[src/rtl/lt24_bus_monitor.sv]
// Clocked LT24 8080-bus snooper: decodes window/MADCTL/RAM-write traffic and
// emits one mapped pixel strobe per accepted pixel write.
module lt24_bus_monitor #(
    parameter int unsigned WIDTH       = 240,
    parameter int unsigned HEIGHT      = 320,
    parameter int unsigned SYNC_STAGES = 2,
    parameter int unsigned FRAME_CNT_W = 8
) (
    input  logic                   clock,
    input  logic                   reset,
    input  logic                   LT24Wr_n,
    input  logic                   LT24CS_n,
    input  logic                   LT24RS,
    input  logic                   LT24Reset_n,
    input  logic [15:0]            LT24Data,
    output logic                   pixel_valid,
    output logic [15:0]            pixel_x,
    output logic [15:0]            pixel_y,
    output logic [15:0]            pixel_colour,
    output logic                   frame_done,
    output logic [FRAME_CNT_W-1:0] frame_count,
    output logic                   protocol_error
);
    localparam int unsigned DataW  = 16;
    localparam int unsigned Last   = SYNC_STAGES - 1;
    localparam logic [15:0] PanelW = 16'(WIDTH);
    localparam logic [15:0] PanelH = 16'(HEIGHT);
    localparam logic [15:0] XMaxRst = 16'(WIDTH - 1);
    localparam logic [15:0] YMaxRst = 16'(HEIGHT - 1);

    typedef enum logic [2:0] {
        stIdle, stMadctl, stCaset, stPaset, stRamwr, stRamwrc, stOther
    } cmdState_t;

    // Bus synchronisers; Wr_n idles high so reset it high to avoid a false edge.
    logic [SYNC_STAGES-1:0] wrSync, csSync, rsSync, rstSync;
    logic [DataW-1:0]       dataSync [SYNC_STAGES];
    logic                   wrDly;

    always_ff @(posedge clock or posedge reset) begin
        if (reset) begin
            wrSync  <= '1;
            csSync  <= '1;
            rsSync  <= '0;
            rstSync <= '0;
            wrDly   <= 1'b1;
            for (int i = 0; i < int'(SYNC_STAGES); i++) dataSync[i] <= '0;
        end else begin
            wrSync  <= {wrSync[SYNC_STAGES-2:0], LT24Wr_n};
            csSync  <= {csSync[SYNC_STAGES-2:0], LT24CS_n};
            rsSync  <= {rsSync[SYNC_STAGES-2:0], LT24RS};
            rstSync <= {rstSync[SYNC_STAGES-2:0], LT24Reset_n};
            dataSync[0] <= LT24Data;
            for (int i = 1; i < int'(SYNC_STAGES); i++) dataSync[i] <= dataSync[i-1];
            wrDly   <= wrSync[Last];
        end
    end

    logic             wrEvent, softRst, busRs;
    logic [DataW-1:0] busData;

    assign wrEvent = !wrDly && wrSync[Last] && !csSync[Last];
    assign softRst = !rstSync[Last];
    assign busRs   = rsSync[Last];
    assign busData = dataSync[Last];

    cmdState_t        state, stateNext;
    logic [7:0]       madctl, madctlNext;
    logic [15:0]      cfgXMin, cfgXMax, cfgYMin, cfgYMax;
    logic [15:0]      cfgXMinNext, cfgXMaxNext, cfgYMinNext, cfgYMaxNext;
    logic [15:0]      winXMin, winXMax, winYMin, winYMax;
    logic [15:0]      winXMinNext, winXMaxNext, winYMinNext, winYMaxNext;
    logic [15:0]      xPtr, yPtr, xPtrNext, yPtrNext;
    logic [2:0]       payCnt, payCntNext;
    logic             pixelValidNext, frameDoneNext, protoErrNext;
    logic [15:0]      pixelXNext, pixelYNext, pixelColourNext;
    logic [FRAME_CNT_W-1:0] frameCountNext;
    logic [15:0]      rawX, rawY;
    logic [DataW-1:0] revData;
    logic             winOk;

    always_ff @(posedge clock or posedge reset) begin
        if (reset) begin
            state          <= stIdle;
            madctl         <= '0;
            cfgXMin        <= '0;
            cfgXMax        <= XMaxRst;
            cfgYMin        <= '0;
            cfgYMax        <= YMaxRst;
            winXMin        <= '0;
            winXMax        <= XMaxRst;
            winYMin        <= '0;
            winYMax        <= YMaxRst;
            xPtr           <= '0;
            yPtr           <= '0;
            payCnt         <= '0;
            pixel_valid    <= 1'b0;
            pixel_x        <= '0;
            pixel_y        <= '0;
            pixel_colour   <= '0;
            frame_done     <= 1'b0;
            frame_count    <= '0;
            protocol_error <= 1'b0;
        end else begin
            state          <= stateNext;
            madctl         <= madctlNext;
            cfgXMin        <= cfgXMinNext;
            cfgXMax        <= cfgXMaxNext;
            cfgYMin        <= cfgYMinNext;
            cfgYMax        <= cfgYMaxNext;
            winXMin        <= winXMinNext;
            winXMax        <= winXMaxNext;
            winYMin        <= winYMinNext;
            winYMax        <= winYMaxNext;
            xPtr           <= xPtrNext;
            yPtr           <= yPtrNext;
            payCnt         <= payCntNext;
            pixel_valid    <= pixelValidNext;
            pixel_x        <= pixelXNext;
            pixel_y        <= pixelYNext;
            pixel_colour   <= pixelColourNext;
            frame_done     <= frameDoneNext;
            frame_count    <= frameCountNext;
            protocol_error <= protoErrNext;
        end
    end

    // Command decode, window programming and pixel pointer walk.
    always_comb begin
        stateNext       = state;
        madctlNext      = madctl;
        cfgXMinNext     = cfgXMin;
        cfgXMaxNext     = cfgXMax;
        cfgYMinNext     = cfgYMin;
        cfgYMaxNext     = cfgYMax;
        winXMinNext     = winXMin;
        winXMaxNext     = winXMax;
        winYMinNext     = winYMin;
        winYMaxNext     = winYMax;
        xPtrNext        = xPtr;
        yPtrNext        = yPtr;
        payCntNext      = payCnt;
        pixelValidNext  = 1'b0;
        frameDoneNext   = 1'b0;
        pixelXNext      = pixel_x;
        pixelYNext      = pixel_y;
        pixelColourNext = pixel_colour;
        frameCountNext  = frame_count;
        protoErrNext    = protocol_error;

        winOk = (cfgXMin <= cfgXMax) && (cfgYMin <= cfgYMax);
        rawX  = madctl[5] ? (yPtr % PanelW) : (xPtr % PanelW);
        rawY  = madctl[5] ? (xPtr % PanelH) : (yPtr % PanelH);
        for (int unsigned i = 0; i < DataW; i++) revData[i] = busData[DataW-1-i];

        if (softRst) begin
            stateNext       = stIdle;
            madctlNext      = '0;
            cfgXMinNext     = '0;
            cfgXMaxNext     = XMaxRst;
            cfgYMinNext     = '0;
            cfgYMaxNext     = YMaxRst;
            winXMinNext     = '0;
            winXMaxNext     = XMaxRst;
            winYMinNext     = '0;
            winYMaxNext     = YMaxRst;
            xPtrNext        = '0;
            yPtrNext        = '0;
            payCntNext      = '0;
            pixelXNext      = '0;
            pixelYNext      = '0;
            pixelColourNext = '0;
            frameCountNext  = '0;
            protoErrNext    = 1'b0;
        end else if (wrEvent) begin
            if (!busRs) begin
                payCntNext = '0;
                case (busData[7:0])
                    8'h36: stateNext = stMadctl;
                    8'h2A: stateNext = stCaset;
                    8'h2B: stateNext = stPaset;
                    8'h2C, 8'h3C: begin
                        stateNext = (busData[7:0] == 8'h2C) ? stRamwr : stRamwrc;
                        // A bad window is flagged and the active window kept.
                        if (winOk) begin
                            winXMinNext = cfgXMin;
                            winXMaxNext = cfgXMax;
                            winYMinNext = cfgYMin;
                            winYMaxNext = cfgYMax;
                        end else begin
                            protoErrNext = 1'b1;
                        end
                        if (busData[7:0] == 8'h2C) begin
                            xPtrNext = winOk ? cfgXMin : winXMin;
                            yPtrNext = winOk ? cfgYMin : winYMin;
                        end
                    end
                    default: stateNext = stOther;
                endcase
            end else begin
                if (payCnt != 3'd4) payCntNext = payCnt + 3'd1;
                case (state)
                    stIdle:   protoErrNext = 1'b1;
                    stMadctl: madctlNext = busData[7:0];
                    stCaset: begin
                        case (payCnt)
                            3'd0:    cfgXMinNext[15:8] = busData[7:0];
                            3'd1:    cfgXMinNext[7:0]  = busData[7:0];
                            3'd2:    cfgXMaxNext[15:8] = busData[7:0];
                            3'd3:    cfgXMaxNext[7:0]  = busData[7:0];
                            default: protoErrNext = 1'b1;
                        endcase
                    end
                    stPaset: begin
                        case (payCnt)
                            3'd0:    cfgYMinNext[15:8] = busData[7:0];
                            3'd1:    cfgYMinNext[7:0]  = busData[7:0];
                            3'd2:    cfgYMaxNext[15:8] = busData[7:0];
                            3'd3:    cfgYMaxNext[7:0]  = busData[7:0];
                            default: protoErrNext = 1'b1;
                        endcase
                    end
                    stRamwr, stRamwrc: begin
                        pixelValidNext  = 1'b1;
                        pixelXNext      = madctl[6] ? rawX : (PanelW - 16'd1) - rawX;
                        pixelYNext      = madctl[7] ? (PanelH - 16'd1) - rawY : rawY;
                        pixelColourNext = madctl[3] ? revData : busData;
                        if (xPtr == winXMax) begin
                            xPtrNext = winXMin;
                            if (yPtr == winYMax) begin
                                yPtrNext       = winYMin;
                                frameDoneNext  = 1'b1;
                                frameCountNext = frame_count + FRAME_CNT_W'(1);
                            end else begin
                                yPtrNext = yPtr + 16'd1;
                            end
                        end else begin
                            xPtrNext = xPtr + 16'd1;
                        end
                    end
                    default: ;
                endcase
            end
        end
    end

endmodule

[config.mk]
export PLATFORM = sky130hd
export DESIGN_NAME = lt24_bus_monitor
export DESIGN_NICKNAME = d
export VERILOG_FILES = /design/src/rtl/lt24_bus_monitor.sv
export SDC_FILE = /design/constraint.sdc
export NUM_CORES = 1
export LEC_CHECK = 0
export BUFFER_PORTS_ARGS = -buffer_cell sky130_fd_sc_hd__buf_4
export CAP_MARGIN = 20
export CORE_UTILIZATION = 55
export CTS_CLUSTER_SIZE = 28
export DETAILED_ROUTE_END_ITERATION = 12
export PLACE_DENSITY = 0.73
export SYNTH_ARGS = -nofsm -noshare
export SYNTH_HDL_FRONTEND = slang
export SYNTH_SLANG_ARGS = --single-unit
[constraint.sdc]
create_clock -name clock -period 8.8 [get_ports clock]
set_clock_uncertainty 0.1 [all_clocks]
set_input_delay 0 -clock clock [delete_from_list [all_inputs] [get_ports clock]]
set_output_delay 0 -clock clock [all_outputs]
set_load 0.1 [all_outputs]
Word-level counts from Yosys, hierarchy flattened
Cells that the tools add are included.

Register bits: 274. Input bits: 22. Output and inout bits: 59. Logic and storage cells: 219.

Add/subtract/negate cells: 6. Divide/modulo/power cells: 4. $lt $le $gt $ge: 2. Equal/unequal tests: 39. Muxes and demuxes: 108. Reduce and logical (&&, ||, !) cells: 29.

Operator list (number): two-way mux 16 bit (68); two-way mux 8 bit (14); equality test 8 x 6 -> 1 bit, second input constant (5); AND reduction 4 bit (10); adder 16 x 1 -> 16 bit, second input constant (2); equality test 16 bit (2); <= comparator 16 bit (2); modulo 16 x 8 -> 16 bit, second input constant (2); modulo 16 x 9 -> 16 bit, second input constant (2); != test 2 x 1 -> 1 bit, second input constant (13); two-way mux 3 bit (7); two-way mux 1 bit (17); subtractor 8 x 16 -> 16 bit, first input constant (1); subtractor 9 x 16 -> 16 bit, first input constant (1); != test 3 x 2 -> 1 bit, second input constant (5); AND reduction 5 bit (3); equality test 3 x 2 -> 1 bit, second input constant (4); one-hot mux 3 bit (4 select lines) (1); AND reduction 3 bit (3); adder 8 x 1 -> 8 bit, second input constant (1); equality test 3 x 1 -> 1 bit, second input constant (2); equality test 3 bit, second input constant (2); logical NOT 3 bit (2); != test 3 bit, second input constant (2); 10 further kinds (17).

Depth between registers and ports, before layout
Gate-level depths: netlist of run 1.

Depth after elaboration: 8. Gate-level depth with buffers: 25. Depth with buffers taken out: 21.

Least setup slack after synthesis of run 1
No wires, ideal clock.

Kind: flip-flop to flip-flop. Start: register madctl[5]. End: register pixel_x[6]. Setup time: 0.126 ns. Arrival time: 5.115 ns. Required time: 8.574 ns. Path slack: 3.459 ns. Stages on the path, launching flop included: 23. Path buffers: 2. Clock period less this slack: 5.341 ns. Cells stage by stage: dfrtp_1 buf_6 buf_6 and3_4 o211a_1 or4_4 nand2_4 nor2_1 or2_1 o32a_1 or3_4 a211oi_4 mux2_2 a211oi_1 o2111ai_2 a21oi_2 xnor2_1 ha_1 nor2_1 xnor2_1 a211o_1 o21ai_0 a221o_1.

Cells in the longest elaborated chain, start to end: 7.

Ends and longest elaborated chain: from (decl) (line 68) `logic [7:0] madctl, madctlNext;`; from (signal assigned) (line 106) `madctl <= madctlNext;`; two-way mux 16 bit (*) (line 152) `rawX = madctl[5] ? (yPtr % PanelW) : (xPtr % PanelW);`; subtractor 8 x 16 -> 16 bit (line 225) `pixelXNext = madctl[6] ? rawX : (PanelW - 16'd1) - rawX;`; two-way mux 16 bit (*) (line 225); two-way mux 16 bit (*) (line 202) `case (state)`; two-way mux 16 bit (*) (line 176) `if (!busRs) begin`; two-way mux 16 bit (*) (line 175) `end else if (wrEvent) begin`; two-way mux 16 bit (*) (line 156) `if (softRst) begin`; to (signal assigned) (line 119) `pixel_x <= pixelXNext;`; to (decl) (line 17) `output logic [15:0] pixel_x,`.

Mark *: on every way between the ends. The rest lies on a longest branch, timed or not. The select of a mux whose other input is x is not followed. A chain may end at the register's enable or synchronous reset.

Final worst setup path of run 1
Ends and elaborated chain as after synthesis.

==> out/metrics.cfg, run 1 <==
[yosys]
synth_cells = 1589
synthArstFlopShare_pct = 100.0
syn_area_um2 = 15140
ys_seq_elements = 270
syn_area_per_cell_um2 = 9.530
ys_seq_area_share_pct = 44.89
syn-num-nets = 1653
ys_warn_count = 0
synth.distinct_cells = 83
synth_flop_cell = dfrtp_1
synth_edf_count = 0

[job]
cap_violations = 0

[cells_and_area]
num-nets-final = 1708
drive_gt1_share_pct = 15.23
regArea_um2 = 6803
antenna_cells = 0
fin_util_pct = 64.12
fillers = 2130
multi_input_area_um2 = 7735
synthToLayoutAreaGrowth_pct = 14.12

[die]
fp.dieArea_um2 = 28200
ioPinCount = 81
start_util_pct = 56.19
fp.dieW_um = 167.9
rows = 60
die_y_um = 167.9
coreArea_um2 = 26950

[routing]
drc = 0
firstDrtPassIters = 7
routedWlPerCell_um = 19.44
vias = 12290
antenna_left = 0
drtIter0Drc = 862
wirelength_um = 39060
avgViaCountPerCell = 6.117

[setup_path]
critical_path.most_common_cell = mux2i_1
crit_required_ns = 9.13
crit_path_start_kind = flip-flop
critPathMaxStageDelay_ns = 0.78
critical_path_class = reg2reg
slowest_stage = dfrtp_2
path_delay_family = compound AO/OA/AOI/OAI gates
worst-path-buf-inv = 1
arrival_ns = 6.87
path_cells = buf_4 -> nand2_1 -> o221ai_1 -> nand2_1 -> nor3_2 -> a21oi_1 -> a2111oi_0 -> a211oi_2 -> mux2i_1 -> or3_4 -> a211oi_4 -> mux2i_1 -> o211ai_1 -> a21oi_2 -> nand2_2 -> xnor2_1 -> ha_1 -> nor2_1 -> xnor2_1 -> mux2i_1 -> nor2_1 -> a221o_1
crit_fanout = 32
end_kind = flip-flop

[power]
fin_total_pwr_mw = 3.520
leakage_nw = 8.113
cellPowerDensity_nw_per_um2 = 203.7
vdd_drop_max_v = 0.0001705

[placement]
portBuffers = 80
dpl.hpwl_um = 26340
routabilityCongestion = 0.9179

[global_routing]
antenna_found_initial = 0
grt_overflow_total = 0
grt_pass1_wl_um = 63950
track_usage_pct = 28.23
first_global_vias = 12090
grt_start_max_net_pins = 125

[clock_tree]
cts_made_buffers = 30
clockBufferDepth = 3
cts_tree = yes
clkTransAtPathRegs_ns = 0.06
htreeDepth = 1
cts_root_buf = clkbuf_16
clock_sinks = 270
clk_latency_ns = 0.56
post_cts_buffers = 0

[sta]
rsz0062_at_grt = no
worst_pin_slew_ns = 0.9916
relSlewSlack_pct = 33.90
fin_setup_tns_ns = 0
finalSetupViolCount = 0
fin_crit_ns = 6.534
maxSlewViolCount = 0
final_hold_viol_count = 0
post-route-period-util_pct = 74.25
max_freq_mhz = 153.0

[outcome]
status = finished clean

[worst_hold_path]
hold_path_class = in2reg

-- layer usage --
metal | part of all wire (%) | track usage, %
met5 | 0 | 0
met4 | 4.6 | 12.92
met3 | 5.8 | 3.949
met2 | 45 | 44.64
met1 | 44 | 38.76
-- Yosys cell counts, types with 11 or more instances --
cell | count | share of area, %
ha_1 | 42 | 3.5
nor2_1 | 94 | 2.3
and2_1 | 33 | 1.4
clkbuf_1 | 91 | 2.3
o211a_1 | 25 | 1.7
nand3_1 | 50 | 1.7
nor2b_1 | 15 | 0.62
and3_1 | 27 | 1.1
a21oi_1 | 41 | 1.4
nand2_1 | 225 | 5.6
o31ai_1 | 35 | 1.7
dfrtp_1 | 237 | 39
nand4_1 | 14 | 0.58
inv_1 | 51 | 1.3
nor4_1 | 17 | 0.70
o211ai_1 | 17 | 0.84
a31oi_1 | 23 | 0.95
o21ai_0 | 96 | 3.2
dfstp_2 | 33 | 5.7
xnor2_1 | 40 | 2.3
nand2b_1 | 11 | 0.45
a22o_1 | 35 | 2.0
o21a_1 | 12 | 0.59
mux2i_1 | 50 | 3.3
o221ai_1 | 30 | 1.7
nor3_1 | 20 | 0.66
a21boi_0 | 11 | 0.55
mux2_2 | 43 | 3.2
xor2_1 | 49 | 2.8
-- layout make-up --
cell class	instances	area share (%)
Multi-Input combinational cell	1159	44.76
Sequential cell	270	39.36
Timing Repair Buffer	132	6.415
Clock buffer	39	4.952
Tap cell	341	2.469
Inverter	51	1.151
Clock inverter	17	0.8905
-- repair_timing --
item	in CTS	in global routing
hold endpoints to repair	142	0
resized for setup	0	0
hold buffers	39	0
-- through the flow --
step           hold WS, ns  instances  area, um^2  setup slack (ns)
6_report           0.02124       2009       17280             2.266
5_1_grt           0.004020       2009       17280             1.591
4_1_cts           0.003058       2008       17250             2.322
3_5_place_dp      0.009489       1913       15850             2.369
3_3_place_gp      0.008820       1912       15850             2.537
2_1_floorplan     -0.09552       1589       15140             1.316
-- cells in the final DEF (no fill, tap or decap), types with 31 or more instances in the layout --
master,synthesis,routed
and2_1,33,33
buf_4,1,92
ha_1,42,42
dlygate4sd3_1,0,39
dfstp_2,33,33
nand2_1,225,225
nor2_1,94,94
mux2_2,43,43
o31ai_1,35,34
xnor2_1,40,40
a21oi_1,41,41
dfrtp_1,237,235
nand3_1,50,50
inv_1,51,50
a22o_1,35,35
o21ai_0,96,96
clkbuf_16,0,31
xor2_1,49,49
mux2i_1,50,50
-- worst register-to-register path: cells and delay by family, from the launching register on --
family          cells  cell delay [ns]
compound gates      8             2.21
simple gates        7             1.24
mux                 3             0.82
flops               1             0.78
buf+inv             1             0.53
xor+xnor            2             0.52
fa+ha+maj           1             0.20
-- kinds of logic (layout without fill, tap and decap cells) --
| group | after synthesis | after routing | share of synthesized area [%] |
|---|---|---|---|
| AND/OR/NAND/NOR | 541 | 541 | 16.93 |
| AO/OA/AOI/OAI | 388 | 388 | 18.24 |
| flip-flops | 270 | 270 | 44.89 |
| buffers and inverters | 160 | 239 | 4.197 |
| multiplexers | 99 | 99 | 7.122 |
| XOR/XNOR | 89 | 89 | 5.147 |
| adder cells (fa/ha/maj) | 42 | 42 | 3.470 |
-- power by group --
group          internal [mW]  total, mW  switching (mW)
clock                  0.745       1.26           0.514
sequential              1.33       1.47           0.141
combinational          0.319      0.794           0.475
total                   2.39       3.52            1.13
-- final timing paths --
kind	end	startpoint	depth (start not counted)	slack, ns
max	pixel_x[6]	madctl[5]	22	2.27
min reg2reg	busData[6]	dataSync[22]	0	0.25
min in group asynchronous	rstSync[0]	reset	3	0.06
min	dataSync[31]	LT24Data[15]	2	0.02
max reg2reg	pixel_x[6]	madctl[5]	22	2.27
max in group asynchronous	madctl[5]	reset	4	6.94
No activity file was read; power rests on OpenSTA's default activity.
==> inputs of run 2 (changes only) <==
clock period = 6.6 ns   (was 8.8 ns; I/O delays follow)
==> run 2 against run 1 <==
Against the previous run: clock power grew 38%; die area is the same; count of clock-buffer cells in the layout shrank 5; cell count is essentially flat; hold slack gained 0.11 ns; core utilization grew 0.25 points; non-clock buffer count grew 3; maximum frequency grew 7.5%; register-to-register slack lost 1.7 ns; largest power group unchanged.
==> out/metrics.cfg, run 2 (synthesis gave the netlist of run 1 again) <==
[die]
rows = 60  ; unchanged
fp.dieArea_um2 = 28200  ; unchanged
die_y_um = 167.9  ; unchanged
start_util_pct = 56.19  ; unchanged
fp.dieW_um = 167.9  ; unchanged
ioPinCount = 81  ; unchanged
coreArea_um2 = 26950  ; unchanged

[power]
vdd_drop_max_v = 0.0002508  ; +47%
leakage_nw = 8.124  ; +0.14%
cellPowerDensity_nw_per_um2 = 274.2  ; +35%
fin_total_pwr_mw = 4.757  ; +35%

[worst_hold_path]
hold_path_class = in2async

[setup_path]
critical_path_class = reg2reg
r2r_cells = 21  ; -4.5%
crit_fanout = 32  ; unchanged
crit_required_ns = 6.93  ; -2.20 ns
crit_start = madctl[5]
ff2ff_setup_slack_ns = 0.52  ; -1.75 ns
end_kind = flip-flop
arrival_ns = 6.41  ; -0.46 ns
reg2reg_to = pixel_x[6]
reg2reg_from = madctl[5]
crit_path_start_kind = flip-flop

[sta]
worst_pin_slew_ns = 0.9833  ; -0.008298 ns
setup_ws_ns = 0.5191  ; -1.747 ns
maxSlewViolCount = 0  ; unchanged
rsz0062_at_grt = no
finalSetupViolCount = 0  ; unchanged
relSlewSlack_pct = 34.45  ; +0.55 points
max_freq_mhz = 164.5  ; +7.5%
fin_setup_tns_ns = 0  ; unchanged
fin_hold_ws_ns = 0.1290  ; +0.1078 ns
post-route-period-util_pct = 92.13  ; +18 points
fin_crit_ns = 6.081  ; -0.4535 ns
final_hold_viol_count = 0  ; unchanged

[clock_tree]
htreeDepth = 1  ; unchanged
clockBufferDepth = 3  ; unchanged
clkTransAtPathRegs_ns = 0.06  ; about the same
clk_latency_ns = 0.55  ; about the same
cts_tree = yes
cts_root_buf = clkbuf_16
clock_sinks = 270  ; unchanged
cts_made_buffers = 29  ; -3.3%

[cells_and_area]
fin_util_pct = 64.37  ; +0.25 points
antenna_cells = 0  ; unchanged
final_area_um2 = 17350  ; +0.39%
synthToLayoutAreaGrowth_pct = 14.57
fillers = 2124  ; -0.28%
fin_cells = 2010  ; +0.050%
drive_gt1_share_pct = 15.22  ; about the same
mostFrequentLayoutCells = 235 x dfrtp_1, 225 x nand2_1, 96 x o21ai_0
multi_input_area_um2 = 7745  ; +0.13%
num-nets-final = 1710  ; +0.12%
regArea_um2 = 6805  ; about the same
final_common_cell = dfrtp_1

[placement]
routabilityCongestion = 0.9248  ; +0.75%
pre_cts_ws_ns = 0.3739  ; -1.995 ns
dpl.hpwl_um = 26160  ; -0.68%
placed_cell_area_um2 = 15870  ; +0.10%
placedCellCount = 1914  ; +0.052%
portBuffers = 80  ; unchanged

[routing]
firstDrtPassIters = 5  ; -2
antenna_left = 0  ; unchanged
wirelength_um = 39590  ; +1.4%
vias = 12290  ; -0.0081%
drc = 0  ; unchanged
avgViaCountPerCell = 6.113  ; about the same
drtIter0Drc = 850  ; -1.4%
routedWlPerCell_um = 19.70  ; +1.3%

[global_routing]
grt_pass1_wl_um = 64220  ; +0.42%
grt_start_max_net_pins = 156  ; +25%
first_global_vias = 11900  ; -1.5%
antenna_found_initial = 0  ; unchanged
grt_overflow_total = 0  ; unchanged
track_usage_pct = 28.40  ; +0.17 points

[job]
cap_violations = 0  ; unchanged

[outcome]
status = finished clean

-- run 2: changes by cell type in the layout (fill, tap and decap cells not counted), moves of 2 or more --
cell,previous run,this run
dlygate4sd3_1,39,41
buf_12,0,2
bufinv_16,2,5
clkbuf_16,31,29
clkinv_2,9,5
clkinvlp_4,3,5
clkbuf_8,5,3
inv_6,1,3
-- run 2: how the worst max path moves through the flow --
stage,end,cells after the start
CTS,pixel_x[6],21
global route,pixel_x[6],21
floorplan,pixel_x[6],22
finish,pixel_x[6],21
global placement,pixel_x[6],21
detailed placement,pixel_x[6],21
-- run 2: power breakdown --
part,internal (mW),total [mW],switching (mW)
Sequential,1.77,1.95,0.185
Combinational,0.429,1.07,0.637
Clock,1.04,1.74,0.695
Total,3.24,4.76,1.52
-- run 2: final cells by class --
class	instances	area share, %
multi-input combinational	1159	44.64
sequential	270	39.23
timing repair buffer	135	6.599
clock buffer	34	4.464
tap	341	2.459
clock inverter	20	1.486
inverter	51	1.125
-- run 2: metal layers --
| layer | vias up | global-route usage (%) | share of wire, % |
|---|---|---|---|
| li1 | 5800 | - | - |
| met1 | 6061 | 39.44 | 45 |
| met2 | 362 | 46.49 | 47 |
| met3 | 65 | 3.338 | 5.0 |
| met4 | 0 | 9.454 | 3.2 |
| met5 | - | 0 | 0 |
-- run 2: critical path, stage by stage, from the launching register on --
cell and delay, ns:
dfrtp_4 0.69, mux2_2 0.43, nor4_1 0.29, a211o_1 0.21
mux2i_1 0.28, nand4_1 0.16, a21boi_1 0.31, nor2_1 0.14
o32a_1 0.23, or3_4 0.41, a211oi_4 0.36, mux2_2 0.41
a211oi_1 0.29, o2111ai_2 0.20, a21oi_2 0.23, xnor2_1 0.14
ha_1 0.18, nor2_1 0.05, xnor2_1 0.29, mux2i_1 0.25
nor2_1 0.06, a221o_1 0.26
-- run 2: timing repair --
action,CTS,global route
buffers inserted,0,0
hold endpoints to repair,208,0
gates resized for setup,0,4
hold buffers,41,0
setup endpoints to repair,0,1
